<file path="src/rtl/pipeline_hazard_ctrl_pkg.sv">
// Shared types for the 5-stage pipeline hazard controller: FSM states,
// EX operand-select codes and the bundled buffer enable/flush word.
package pipe_ctrl_pkg;

    typedef enum logic [1:0] {
        RUN        = 2'd0,
        LOAD_STALL = 2'd1,
        FLUSH      = 2'd2,
        MEM_WAIT   = 2'd3
    } hz_state_t;

    typedef logic [1:0] fwd_sel_t;

    localparam fwd_sel_t FWD_REG    = 2'b00;
    localparam fwd_sel_t FWD_ALUOUT = 2'b01;
    localparam fwd_sel_t FWD_RESULT = 2'b10;

    typedef struct packed {
        logic en_if;
        logic en_id;
        logic en_ex;
        logic en_mem;
        logic flush_id;
        logic flush_ex;
        logic flush_mem;
    } hz_ctrl_t;

    localparam hz_ctrl_t CTRL_NORMAL   = 7'b1111_000;
    localparam hz_ctrl_t CTRL_LOAD_USE = 7'b0011_010;
    localparam hz_ctrl_t CTRL_BRANCH   = 7'b1111_111;
    localparam hz_ctrl_t CTRL_FREEZE   = 7'b0000_000;

endpackage

</file>
<file path="src/rtl/pipeline_hazard_ctrl_if.sv">
// Hazard-controller bundle: pipeline-stage status in, forwarding selects,
// buffer enables/flushes and performance counters out.
interface pipeline_hazard_ctrl_if #(
    parameter int RW = 4,
    parameter int CW = 16
);

    logic          id_valid;
    logic [RW-1:0] id_ra;
    logic [RW-1:0] id_rb;
    logic          id_uses_rb;
    logic [RW-1:0] ex_rd;
    logic          ex_regWrite;
    logic          ex_memToReg;
    logic [RW-1:0] mem_rd;
    logic          mem_regWrite;
    logic          branch_taken;
    logic          mem_busy;

    logic [1:0]    fwd_a;
    logic [1:0]    fwd_b;
    logic          en_if;
    logic          en_id;
    logic          en_ex;
    logic          en_mem;
    logic          flush_id;
    logic          flush_ex;
    logic          flush_mem;
    logic [CW-1:0] stall_cnt;
    logic [CW-1:0] flush_cnt;

    modport master (
        output id_valid, id_ra, id_rb, id_uses_rb,
        output ex_rd, ex_regWrite, ex_memToReg,
        output mem_rd, mem_regWrite, branch_taken, mem_busy,
        input  fwd_a, fwd_b, en_if, en_id, en_ex, en_mem,
        input  flush_id, flush_ex, flush_mem, stall_cnt, flush_cnt
    );

    modport slave (
        input  id_valid, id_ra, id_rb, id_uses_rb,
        input  ex_rd, ex_regWrite, ex_memToReg,
        input  mem_rd, mem_regWrite, branch_taken, mem_busy,
        output fwd_a, fwd_b, en_if, en_id, en_ex, en_mem,
        output flush_id, flush_ex, flush_mem, stall_cnt, flush_cnt
    );

endinterface

</file>
<file path="src/rtl/pipeline_hazard_ctrl_forward_select.sv">
// Forwarding decision for one EX source operand: the youngest in-flight
// writer (EX before MEM) of the source register supplies the value.
module forward_select
    import pipe_ctrl_pkg::*;
#(
    parameter int RW      = 4,
    parameter bit R0_ZERO = 1'b1
) (
    input  logic [RW-1:0] i_src,
    input  logic          i_src_used,
    input  logic [RW-1:0] i_ex_rd,
    input  logic          i_ex_reg_write,
    input  logic [RW-1:0] i_mem_rd,
    input  logic          i_mem_reg_write,
    output fwd_sel_t      o_sel
);

    logic w_src_live;

    assign w_src_live = i_src_used && !(R0_ZERO && (i_src == '0));

    always_comb begin
        o_sel = FWD_REG;
        if (w_src_live && i_ex_reg_write && (i_ex_rd == i_src)) begin
            o_sel = FWD_ALUOUT;
        end else if (w_src_live && i_mem_reg_write && (i_mem_rd == i_src)) begin
            o_sel = FWD_RESULT;
        end
    end

endmodule

</file>
<file path="src/rtl/pipeline_hazard_ctrl.sv">
// Central hazard controller: registered EX forwarding selects plus the FSM
// sequencing load-use bubbles, branch flushes and memory-wait freezes.
// Optional saturating stall/flush counters: define PIPE_PERF_CNT_EN.
module pipeline_hazard_ctrl
    import pipe_ctrl_pkg::*;
#(
    parameter int RW      = 4,
    parameter bit R0_ZERO = 1'b1,
    parameter int CW      = 16
) (
    input  logic                   clk,
    input  logic                   rst,
    pipeline_hazard_ctrl_if.slave  bus
);

    hz_state_t r_state;
    hz_state_t w_state_nxt;
    logic      r_branch_pend;
    logic      w_branch_pend_nxt;
    hz_ctrl_t  w_ctrl;
    fwd_sel_t  r_fwd_a;
    fwd_sel_t  r_fwd_b;
    fwd_sel_t  w_sel_a;
    fwd_sel_t  w_sel_b;
    logic      w_load_use;

    forward_select #(.RW(RW), .R0_ZERO(R0_ZERO)) u_fwd_a (
        .i_src          (bus.id_ra),
        .i_src_used     (1'b1),
        .i_ex_rd        (bus.ex_rd),
        .i_ex_reg_write (bus.ex_regWrite),
        .i_mem_rd       (bus.mem_rd),
        .i_mem_reg_write(bus.mem_regWrite),
        .o_sel          (w_sel_a)
    );

    forward_select #(.RW(RW), .R0_ZERO(R0_ZERO)) u_fwd_b (
        .i_src          (bus.id_rb),
        .i_src_used     (bus.id_uses_rb),
        .i_ex_rd        (bus.ex_rd),
        .i_ex_reg_write (bus.ex_regWrite),
        .i_mem_rd       (bus.mem_rd),
        .i_mem_reg_write(bus.mem_regWrite),
        .o_sel          (w_sel_b)
    );

    assign w_load_use = bus.id_valid && bus.ex_regWrite && bus.ex_memToReg
                     && !(R0_ZERO && (bus.ex_rd == '0))
                     && ((bus.ex_rd == bus.id_ra)
                         || (bus.id_uses_rb && (bus.ex_rd == bus.id_rb)));

    always_ff @(posedge clk or negedge rst) begin
        if (!rst) begin
            r_state       <= RUN;
            r_branch_pend <= 1'b0;
        end else begin
            r_state       <= w_state_nxt;
            r_branch_pend <= w_branch_pend_nxt;
        end
    end

    // mem_busy overrides every state; a branch seen while frozen is remembered
    // and replayed as the flush pattern in the FLUSH cycle after the wait.
    always_comb begin
        w_ctrl            = CTRL_NORMAL;
        w_state_nxt       = r_state;
        w_branch_pend_nxt = r_branch_pend;
        if (!rst) begin
            w_state_nxt       = RUN;
            w_branch_pend_nxt = 1'b0;
        end else if (bus.mem_busy) begin
            w_ctrl            = CTRL_FREEZE;
            w_state_nxt       = MEM_WAIT;
            w_branch_pend_nxt = r_branch_pend | bus.branch_taken;
        end else begin
            unique case (r_state)
                RUN: begin
                    if (bus.branch_taken) begin
                        w_ctrl      = CTRL_BRANCH;
                        w_state_nxt = FLUSH;
                    end else if (w_load_use) begin
                        w_ctrl      = CTRL_LOAD_USE;
                        w_state_nxt = LOAD_STALL;
                    end else begin
                        w_state_nxt = RUN;
                    end
                end
                LOAD_STALL: begin
                    if (bus.branch_taken) begin
                        w_ctrl      = CTRL_BRANCH;
                        w_state_nxt = FLUSH;
                    end else begin
                        w_state_nxt = RUN;
                    end
                end
                FLUSH: begin
                    if (r_branch_pend) begin
                        w_ctrl = CTRL_BRANCH;
                    end
                    w_branch_pend_nxt = 1'b0;
                    w_state_nxt       = RUN;
                end
                MEM_WAIT: begin
                    w_branch_pend_nxt = r_branch_pend | bus.branch_taken;
                    w_state_nxt       = (r_branch_pend || bus.branch_taken) ? FLUSH : RUN;
                end
                default: begin
                    w_state_nxt = RUN;
                end
            endcase
        end
    end

    always_ff @(posedge clk or negedge rst) begin
        if (!rst) begin
            r_fwd_a <= FWD_REG;
            r_fwd_b <= FWD_REG;
        end else if (w_ctrl.en_ex) begin
            r_fwd_a <= w_ctrl.flush_ex ? FWD_REG : w_sel_a;
            r_fwd_b <= w_ctrl.flush_ex ? FWD_REG : w_sel_b;
        end
    end

    assign bus.fwd_a     = r_fwd_a;
    assign bus.fwd_b     = r_fwd_b;
    assign bus.en_if     = w_ctrl.en_if;
    assign bus.en_id     = w_ctrl.en_id;
    assign bus.en_ex     = w_ctrl.en_ex;
    assign bus.en_mem    = w_ctrl.en_mem;
    assign bus.flush_id  = w_ctrl.flush_id;
    assign bus.flush_ex  = w_ctrl.flush_ex;
    assign bus.flush_mem = w_ctrl.flush_mem;

`ifdef PIPE_PERF_CNT_EN
    logic [CW-1:0] r_stall_cnt;
    logic [CW-1:0] r_flush_cnt;

    always_ff @(posedge clk or negedge rst) begin
        if (!rst) begin
            r_stall_cnt <= '0;
            r_flush_cnt <= '0;
        end else begin
            if (!w_ctrl.en_if && (r_stall_cnt != '1)) begin
                r_stall_cnt <= r_stall_cnt + CW'(1);
            end
            if (w_ctrl.flush_id && (r_flush_cnt != '1)) begin
                r_flush_cnt <= r_flush_cnt + CW'(1);
            end
        end
    end

    assign bus.stall_cnt = r_stall_cnt;
    assign bus.flush_cnt = r_flush_cnt;
`else
    assign bus.stall_cnt = '0;
    assign bus.flush_cnt = '0;
`endif

endmodule

</file>
<file path="src/flat_wrapper.sv">
// flat-port wrapper written by rule: the top's interface ports become plain ports
module pipeline_hazard_ctrl_flat import pipe_ctrl_pkg::*;
#(
    parameter int RW      = 4,
    parameter bit R0_ZERO = 1'b1,
    parameter int CW      = 16
)
  (clk, rst, bus_id_valid, bus_id_ra, bus_id_rb, bus_id_uses_rb, bus_ex_rd, bus_ex_regWrite, bus_ex_memToReg, bus_mem_rd, bus_mem_regWrite, bus_branch_taken, bus_mem_busy, bus_fwd_a, bus_fwd_b, bus_en_if, bus_en_id, bus_en_ex, bus_en_mem, bus_flush_id, bus_flush_ex, bus_flush_mem, bus_stall_cnt, bus_flush_cnt);
  pipeline_hazard_ctrl_if #(.RW(RW), .CW(CW)) bus_i ();
  input  logic clk;
  input  logic rst;
  input wire logic [$bits(bus_i.id_valid)-1:0] bus_id_valid;
  input wire logic [$bits(bus_i.id_ra)-1:0] bus_id_ra;
  input wire logic [$bits(bus_i.id_rb)-1:0] bus_id_rb;
  input wire logic [$bits(bus_i.id_uses_rb)-1:0] bus_id_uses_rb;
  input wire logic [$bits(bus_i.ex_rd)-1:0] bus_ex_rd;
  input wire logic [$bits(bus_i.ex_regWrite)-1:0] bus_ex_regWrite;
  input wire logic [$bits(bus_i.ex_memToReg)-1:0] bus_ex_memToReg;
  input wire logic [$bits(bus_i.mem_rd)-1:0] bus_mem_rd;
  input wire logic [$bits(bus_i.mem_regWrite)-1:0] bus_mem_regWrite;
  input wire logic [$bits(bus_i.branch_taken)-1:0] bus_branch_taken;
  input wire logic [$bits(bus_i.mem_busy)-1:0] bus_mem_busy;
  output wire logic [$bits(bus_i.fwd_a)-1:0] bus_fwd_a;
  output wire logic [$bits(bus_i.fwd_b)-1:0] bus_fwd_b;
  output wire logic [$bits(bus_i.en_if)-1:0] bus_en_if;
  output wire logic [$bits(bus_i.en_id)-1:0] bus_en_id;
  output wire logic [$bits(bus_i.en_ex)-1:0] bus_en_ex;
  output wire logic [$bits(bus_i.en_mem)-1:0] bus_en_mem;
  output wire logic [$bits(bus_i.flush_id)-1:0] bus_flush_id;
  output wire logic [$bits(bus_i.flush_ex)-1:0] bus_flush_ex;
  output wire logic [$bits(bus_i.flush_mem)-1:0] bus_flush_mem;
  output wire logic [$bits(bus_i.stall_cnt)-1:0] bus_stall_cnt;
  output wire logic [$bits(bus_i.flush_cnt)-1:0] bus_flush_cnt;
  assign bus_i.id_valid = bus_id_valid;
  assign bus_i.id_ra = bus_id_ra;
  assign bus_i.id_rb = bus_id_rb;
  assign bus_i.id_uses_rb = bus_id_uses_rb;
  assign bus_i.ex_rd = bus_ex_rd;
  assign bus_i.ex_regWrite = bus_ex_regWrite;
  assign bus_i.ex_memToReg = bus_ex_memToReg;
  assign bus_i.mem_rd = bus_mem_rd;
  assign bus_i.mem_regWrite = bus_mem_regWrite;
  assign bus_i.branch_taken = bus_branch_taken;
  assign bus_i.mem_busy = bus_mem_busy;
  assign bus_fwd_a = bus_i.fwd_a;
  assign bus_fwd_b = bus_i.fwd_b;
  assign bus_en_if = bus_i.en_if;
  assign bus_en_id = bus_i.en_id;
  assign bus_en_ex = bus_i.en_ex;
  assign bus_en_mem = bus_i.en_mem;
  assign bus_flush_id = bus_i.flush_id;
  assign bus_flush_ex = bus_i.flush_ex;
  assign bus_flush_mem = bus_i.flush_mem;
  assign bus_stall_cnt = bus_i.stall_cnt;
  assign bus_flush_cnt = bus_i.flush_cnt;
  pipeline_hazard_ctrl #(.RW(RW), .R0_ZERO(R0_ZERO), .CW(CW)) u_core (.clk(clk), .rst(rst), .bus(bus_i));
endmodule
</file>
<file path="config.mk">
export PLATFORM = sky130hd
export DESIGN_NAME = pipeline_hazard_ctrl_flat
export DESIGN_NICKNAME = d
export VERILOG_FILES = /design/src/rtl/pipeline_hazard_ctrl_pkg.sv /design/src/rtl/pipeline_hazard_ctrl_if.sv /design/src/rtl/pipeline_hazard_ctrl_forward_select.sv /design/src/rtl/pipeline_hazard_ctrl.sv /design/src/flat_wrapper.sv
export SDC_FILE = /design/constraint.sdc
export NUM_CORES = 1
export LEC_CHECK = 0
export ABC_CLOCK_PERIOD_IN_PS = 2200
export CAP_MARGIN = 10
export CORE_MARGIN = 5
export CORE_UTILIZATION = 35
export DETAILED_ROUTE_END_ITERATION = 12
export HOLD_SLACK_MARGIN = 0.15
export PLACE_DENSITY = 0.86
export RECOVER_POWER = 25
export SYNTH_ARGS = -nofsm -noshare
export SYNTH_HDL_FRONTEND = slang
export SYNTH_SLANG_ARGS = --single-unit
</file>
<file path="constraint.sdc">
create_clock -name clk -period 2.2 [get_ports clk]
set_input_delay 0.44 -clock clk [delete_from_list [all_inputs] [get_ports clk]]
set_output_delay 0.44 -clock clk [all_outputs]
set_load 0.1 [all_outputs]
</file>
==> results of run 1 <==
power breakdown:
part	switching, mW	internal, mW
sequential	0.00498	0.134
combinational	0.414	0.144
clock	0.0421	0.0689
total	0.462	0.348
placed cells by master (no fill, tap or decap), types with 2 or more instances in the layout:
master	n
sky130_fd_sc_hd__inv_2	2
sky130_fd_sc_hd__clkdlybuf4s50_1	7
sky130_fd_sc_hd__a32o_1	3
sky130_fd_sc_hd__and2_1	2
sky130_fd_sc_hd__nor4_1	2
sky130_fd_sc_hd__xor2_2	6
sky130_fd_sc_hd__inv_1	3
sky130_fd_sc_hd__nor3_1	3
sky130_fd_sc_hd__conb_1	32
sky130_fd_sc_hd__clkbuf_4	3
sky130_fd_sc_hd__nor2_1	3
sky130_fd_sc_hd__buf_6	3
sky130_fd_sc_hd__xor2_1	5
sky130_fd_sc_hd__nand2_1	2
sky130_fd_sc_hd__dfrtp_1	7
sky130_fd_sc_hd__buf_4	30
sky130_fd_sc_hd__dlygate4sd2_1	4
sky130_fd_sc_hd__clkdlybuf4s15_2	2
sky130_fd_sc_hd__xnor2_1	4
sky130_fd_sc_hd__buf_12	8
sky130_fd_sc_hd__nor4_4	2
sky130_fd_sc_hd__nand3_1	2
sky130_fd_sc_hd__o41ai_1	2
sky130_fd_sc_hd__a21oi_1	5
sky130_fd_sc_hd__ha_1	3
sky130_fd_sc_hd__o21a_1	3
sky130_fd_sc_hd__o21ai_0	2
sky130_fd_sc_hd__buf_2	4
sequential cells by signal, summed over array words and instances (netlist names):
name                  flops
u_core.r_state            2
u_core.r_branch_pend      1
u_core.bus.fwd_a          2
u_core.bus.fwd_b          2
how the worst max path moves through the flow:
stage,end,slack (ns),cells after the start
after detailed placement,bus_flush_ex,-0.52,7
after floorplan,bus_en_if,-0.27,5
final,bus_flush_ex,-0.15,7
after global placement,bus_flush_ex,-0.47,7
after CTS,bus_flush_ex,-0.1,7
after global routing,bus_flush_ex,-0.23,7
timing repair:
item | 4_1_cts | 5_1_grt
pin swaps | 12 | 8
resized for setup | 62 | 11
setup endpoints to repair | 8 | 5
buffers inserted | 5 | 3
hold endpoints to repair | 0 | 0
kinds of logic (layout without fill, tap and decap cells):
family | count (synthesis) | in the layout | share of synthesized area
buffers and inverters | 42 | 72 | 0.299
adder cells (fa/ha/maj) | 5 | 5 | 0.0645
AO/OA/AOI/OAI | 21 | 21 | 0.146
XOR/XNOR | 15 | 15 | 0.135
other | 1 | 32 | 0.00387
AND/OR/NAND/NOR | 25 | 25 | 0.170
flip-flops | 7 | 7 | 0.181
synth_stat cells:
master                     number  area, sq um
sky130_fd_sc_hd__clkinv_1       1         3.75
sky130_fd_sc_hd__buf_4         35          263
sky130_fd_sc_hd__buf_2          1         5.00
sky130_fd_sc_hd__nand3_1        2         10.0
sky130_fd_sc_hd__o31ai_1        1         7.51
sky130_fd_sc_hd__nor3_1         3         15.0
sky130_fd_sc_hd__o41ai_1        2         17.5
sky130_fd_sc_hd__and2_1         2         12.5
sky130_fd_sc_hd__nand2_1        3         11.3
sky130_fd_sc_hd__o22ai_1        1         6.26
sky130_fd_sc_hd__nor2_1         4         15.0
sky130_fd_sc_hd__o21a_1         3         22.5
sky130_fd_sc_hd__nand4_1        1         6.26
sky130_fd_sc_hd__or2_1          1         6.26
sky130_fd_sc_hd__xnor2_1        4         35.0
sky130_fd_sc_hd__a21oi_1        7         35.0
sky130_fd_sc_hd__conb_1         1         3.75
sky130_fd_sc_hd__o21ai_0        3         15.0
sky130_fd_sc_hd__dfrtp_1        7          175
sky130_fd_sc_hd__inv_1          5         18.8
sky130_fd_sc_hd__nor4_4         1         21.3
sky130_fd_sc_hd__a21boi_0       1         7.51
sky130_fd_sc_hd__nand2b_1       1         6.26
sky130_fd_sc_hd__a32o_1         3         30.0
sky130_fd_sc_hd__or3_4          1         11.3
sky130_fd_sc_hd__xor2_1        11         96.3
sky130_fd_sc_hd__ha_1           5         62.6
sky130_fd_sc_hd__nor4_2         1         12.5
sky130_fd_sc_hd__or4_1          1         7.51
sky130_fd_sc_hd__nor4b_1        1         8.76
sky130_fd_sc_hd__nor4_1         2         12.5
sky130_fd_sc_hd__or2_4          1         8.76
metrics by stage:
stage / setup slack (ns) / utilization / power (mW) / TNS [ns] / hold WS [ns]
2_1_floorplan: -0.267 / - / 0.584 / -0.274 / 0.144
3_3_place_gp: -0.472 / 0.535 / 0.663 / -2.11 / 0.493
3_5_place_dp: -0.517 / 0.535 / 0.668 / -2.45 / 0.495
4_1_cts: -0.0975 / 0.573 / 0.799 / -0.0975 / 0.269
5_1_grt: -0.228 / 0.596 / 0.843 / -0.395 / 0.303
6_report: -0.146 / 0.596 / 0.809 / -0.213 / 0.274
layer usage:
metal / share of wire / global-route usage / up-vias / wire length [um]
li1: - / - / 448 / -
met1: 0.35 / 0.148 / 429 / 977
met2: 0.56 / 0.236 / 34 / 1570
met3: 0.069 / 0.0324 / 6 / 193
met4: 0.026 / 0.0398 / 0 / 74
met5: 0 / 0 / - / 0
area by class of cell:
type,instances,share of cell area
multi-input cells,98,0.460
repair buffers,62,0.377
flip-flops and latches,7,0.108
well taps,31,0.0240
clock buffers,4,0.0163
inverters,6,0.0147
==> impl_metrics.py, run 1 <==
metrics = {
    "placement": {
        "post-place-cells": 196,
        "placed_cell_area_sq_um": 1450,
        "gp_routability_congestion": 0.881,
        "final_hpwl_dp_um": 2220,
        "buffer_ports.inserted": 35,
    },
    "clocking": {
        "clkLatencyLatePin_ns": 0.24,
        "cts.hold.buffers_added": 0,
        "clk_transition_reported_paths_ns": 0.05,
        "numCtsBuffers": 3,
        "clk_path_buf_depth": 2,
        "htree_levels": 1,
        "cts_tree": "yes",
        "ctsRootBufferMaster": "sky130_fd_sc_hd__clkbuf_4",
        "clock-sinks": 7,
    },
    "sta": {
        "setup_viol": 3,
        "rsz0062_at_grt": "yes",
        "fin_crit_sh": 1.07,
        "setup_ws_ns": -0.146,
        "maxSlewViolCount": 0,
        "timing.fmax_ghz": 0.426,
        "period_minus_slack_ns": 2.35,
        "clock_skew_ns": 0.000252,
        "hold_violations": 0,
    },
    "die": {
        "coreArea_sq_um": 2710,
        "rows": 19,
        "die_h_um": 62.6,
        "initial_core_util": 0.358,
        "pin_count": 68,
        "die_area_sq_um": 3920,
        "die_width_um": 62.6,
    },
    "worst_setup_path": {
        "cp-start-kind": "primary input",
        "critPathLaunch": "bus_id_rb[2]",
        "timing.critical_path.cells": "buf_6 > xor2_2 > nor4_4 > a21oi_2 > or3_4 > o21ai_4 > buf_12",
        "timing.reg2reg.setup_slack_ns": 0.22,
        "crit_fanout": 3,
        "crit-reg2reg-capture": "u_core.bus.fwd_a[1]$_DFFE_PN0P_",
        "timing.reg2reg.worst_path_depth": 8,
        "critical_path.n_buffers_inverters": 2,
        "timing.critical_path.slowest_stage_cell": "sky130_fd_sc_hd__or3_4",
        "worst_path_largest_cell_delay_ns": 0.43,
        "critical_path_capture_point_type": "primary output",
        "critPathRequiredTime_ns": 1.76,
        "timing.critical_path.max_delay_family": "simple AND/OR/NAND/NOR gates",
        "arrival_ns": 1.91,
        "worstReg2RegStart": "u_core.r_state[0]$_DFF_PN0_",
        "timing.setup.critical_path_class": "in -> out",
    },
    "layout": {
        "n_antenna_cell": 0,
        "final-instance-count-excl-fill": 208,
        "seq_area_sq_um": 175,
        "drive_above_1_share": 0.418,
        "fillCellCount": 214,
        "num-nets-final": 208,
        "area_growth_pct": 66.7,
        "multiInputGateArea_sq_um": 743,
        "fin_area_sq_um": 1620,
    },
    "routing": {
        "detail_route.wl_per_cell_um": 13.5,
        "vias": 917,
        "post-route-drc-count": 0,
        "route.detailed.vias_per_inst": 4.41,
        "route.antenna.remaining_nets": 0,
        "drt_pre_antenna_iters": 4,
        "finalWirelength_um": 2810,
        "drt_iter0_drc": 23,
    },
    "power": {
        "power.leakage_nw": 0.758,
        "pwr_density_cell_nw_per_um2": 501,
        "power.ir.vdd_worst_mv": 0.354,
    },
    "min_path": {
        "worst_min_delay_path_category": "in -> async",
    },
    "global_routing": {
        "grt_overflow": 0,
        "track_usage": 0.130,
        "grt_pass1_wl_um": 4280,
        "number_of_antenna_violations_at_the_first_check_in_global_routing": 0,
        "grt_start_max_net_pins": 12,
        "grt_pass1_vias": 962,
    },
    "yosys": {
        "synth_cells": 116,
        "syn_std_cell_area_sq_um": 970,
        "synthDistinctLibCells": 32,
        "synth_seq_area_share": 0.181,
        "ys_warn_count": 0,
        "syn-mean-instance-area_sq_um": 8.36,
        "flop_and_latch_count_out_of_synthesis": 7,
    },
    "status": {
        "run_status": "complete, but fails checks",
        "failing_checks": "setup timing",
    },
    "flow_run": {
        "timing.max_cap.violations": 0,
    },
}
Power figures use the tool's default switching activity.
==> run 2: changes to the inputs <==
- CORE_MARGIN: 5 -> default
==> impl_metrics.py, run 2 (synthesis results as in run 1) <==
metrics = {
    "worst_setup_path": {
        "critical_path_capture_point_type": "primary output",
        "crit_fanout": 3,
        "timing.setup.critical_path_class": "in -> out",
        "cp-start-kind": "primary input",
        "critPathRequiredTime_ns": 1.76,
        "arrival_ns": 1.89,
    },
    "sta": {
        "rsz0062_at_grt": "yes",
        "timing.fmax_ghz": 0.430,
        "timing.setup.tns_ns": -0.214,
        "maxSlewViolCount": 0,
        "fin_crit_sh": 1.06,
        "setup_ws_ns": -0.125,
        "hold_violations": 0,
        "clock_skew_ns": 0.00441,
        "fin_hold_ws_ns": 0.271,
        "setup_viol": 3,
        "period_minus_slack_ns": 2.33,
    },
    "clocking": {
        "clock-sinks": 7,
        "ctsRootBufferMaster": "sky130_fd_sc_hd__clkbuf_4",
        "numCtsBuffers": 3,
        "htree_levels": 1,
        "clkLatencyLatePin_ns": 0.24,
        "cts.hold.buffers_added": 0,
        "clk_transition_reported_paths_ns": 0.05,
        "cts_tree": "yes",
        "clk_path_buf_depth": 2,
    },
    "flow_run": {
        "timing.max_cap.violations": 0,
    },
    "global_routing": {
        "grt_pass1_vias": 927,
        "grt_pass1_wl_um": 4200,
        "grt_overflow": 0,
        "track_usage": 0.199,
        "number_of_antenna_violations_at_the_first_check_in_global_routing": 0,
        "grt_start_max_net_pins": 12,
    },
    "layout": {
        "fillCellCount": 213,
        "num-nets-final": 209,
        "seq_area_sq_um": 175,
        "area_growth_pct": 65.5,
        "multiInputGateArea_sq_um": 749,
        "fin_area_sq_um": 1610,
        "layout.cells.most_common": "sky130_fd_sc_hd__buf_4",
        "most_used_cells_in_the_layout_excluding_fill_and_tap_cells": "sky130_fd_sc_hd__buf_4 (33), sky130_fd_sc_hd__conb_1 (32), sky130_fd_sc_hd__clkdlybuf4s50_1 (8)",
        "n_antenna_cell": 0,
        "drive_above_1_share": 0.427,
    },
    "die": {
        "pin_count": 68,
        "coreArea_sq_um": 2540,
        "initial_core_util": 0.381,
        "die_width_um": 54.6,
        "die_area_sq_um": 2980,
        "rows": 18,
        "die_h_um": 54.6,
    },
    "power": {
        "power.leakage_nw": 0.743,
        "pwr_density_cell_nw_per_um2": 503,
        "total_power_uw": 807,
        "power.ir.vdd_worst_mv": 0.337,
    },
    "routing": {
        "post-route-drc-count": 0,
        "detail_route.wl_per_cell_um": 13.2,
        "drt_pre_antenna_iters": 4,
        "vias": 953,
        "route.detailed.vias_per_inst": 4.58,
        "drt_iter0_drc": 18,
        "finalWirelength_um": 2750,
        "route.antenna.remaining_nets": 0,
    },
    "min_path": {
        "worst_min_delay_path_category": "in -> async",
    },
    "placement": {
        "final_hpwl_dp_um": 2180,
        "buffer_ports.inserted": 35,
        "pre_cts_ws_ns": -0.568,
        "placed_cell_area_sq_um": 1450,
        "gp_routability_congestion": 0.778,
    },
    "status": {
        "failing_checks": "setup timing",
        "run_status": "complete, but fails checks",
    },
}
-- run 2: critical path: stages --
cell	delay, ns
sky130_fd_sc_hd__buf_8	0.10
sky130_fd_sc_hd__xor2_2	0.18
sky130_fd_sc_hd__nor4_4	0.33
sky130_fd_sc_hd__a21oi_2	0.14
sky130_fd_sc_hd__or3_4	0.42
sky130_fd_sc_hd__o21ai_4	0.08
sky130_fd_sc_hd__buf_12	0.19
-- run 2: where the power goes --
part	switching (mW)	internal (mW)
logic	0.416	0.142
registers	0.00491	0.134
clock network	0.0405	0.0688
-- run 2: metal layers --
metal  vias up  track usage  routed length, um
met2        45        0.355               1520
met4         0       0.0684                 84
li1        446            -                  -
met5         -            0                  0
met1       452        0.235               1040
met3        10       0.0333                109
-- run 2: final cells by class --
type	instances	area share
clock buffer	4	0.0164
inverter	6	0.0148
multi-input combinational	98	0.467
sequential	7	0.109
tap	30	0.0234
timing repair buffer	63	0.369
-- run 2: final timing paths --
| path | startpoint | end | slack, ns | depth (start not counted) |
|---|---|---|---|---|
| setup reg to reg | u_core.r_state[0]$_DFF_PN0_ | u_core.bus.fwd_a[1]$_DFFE_PN0P_ | 0.20 | 8 |
| max in group asynchronous | rst | u_core.r_branch_pend$_DFFE_PN0P_ | 1.80 | 2 |
| hold / removal | rst | u_core.bus.fwd_a[1]$_DFFE_PN0P_ | 0.27 | 2 |
| min in group clk | u_core.bus.fwd_a[0]$_DFFE_PN0P_ | u_core.bus.fwd_a[0]$_DFFE_PN0P_ | 0.51 | 2 |
| hold reg to reg | u_core.bus.fwd_a[0]$_DFFE_PN0P_ | u_core.bus.fwd_a[0]$_DFFE_PN0P_ | 0.51 | 2 |
| setup / recovery | bus_id_rb[2] | bus_flush_ex | -0.13 | 7 |
-- run 2: what timing repair did --
| action | in CTS | in global routing |
|---|---|---|
| pin swaps | 14 | 8 |
| endpoints found under the setup margin | 8 | 3 |
| setup buffers | 8 | 1 |
| resized for setup | 60 | 11 |
-- run 2: through the flow --
| step | cells | utilization |
|---|---|---|
| after floorplan | 147 | - |
| after global placement | 195 | 0.569 |
| after detailed placement | 195 | 0.569 |
| after CTS | 207 | 0.619 |
| after global routing | 208 | 0.631 |
| final | 208 | 0.631 |
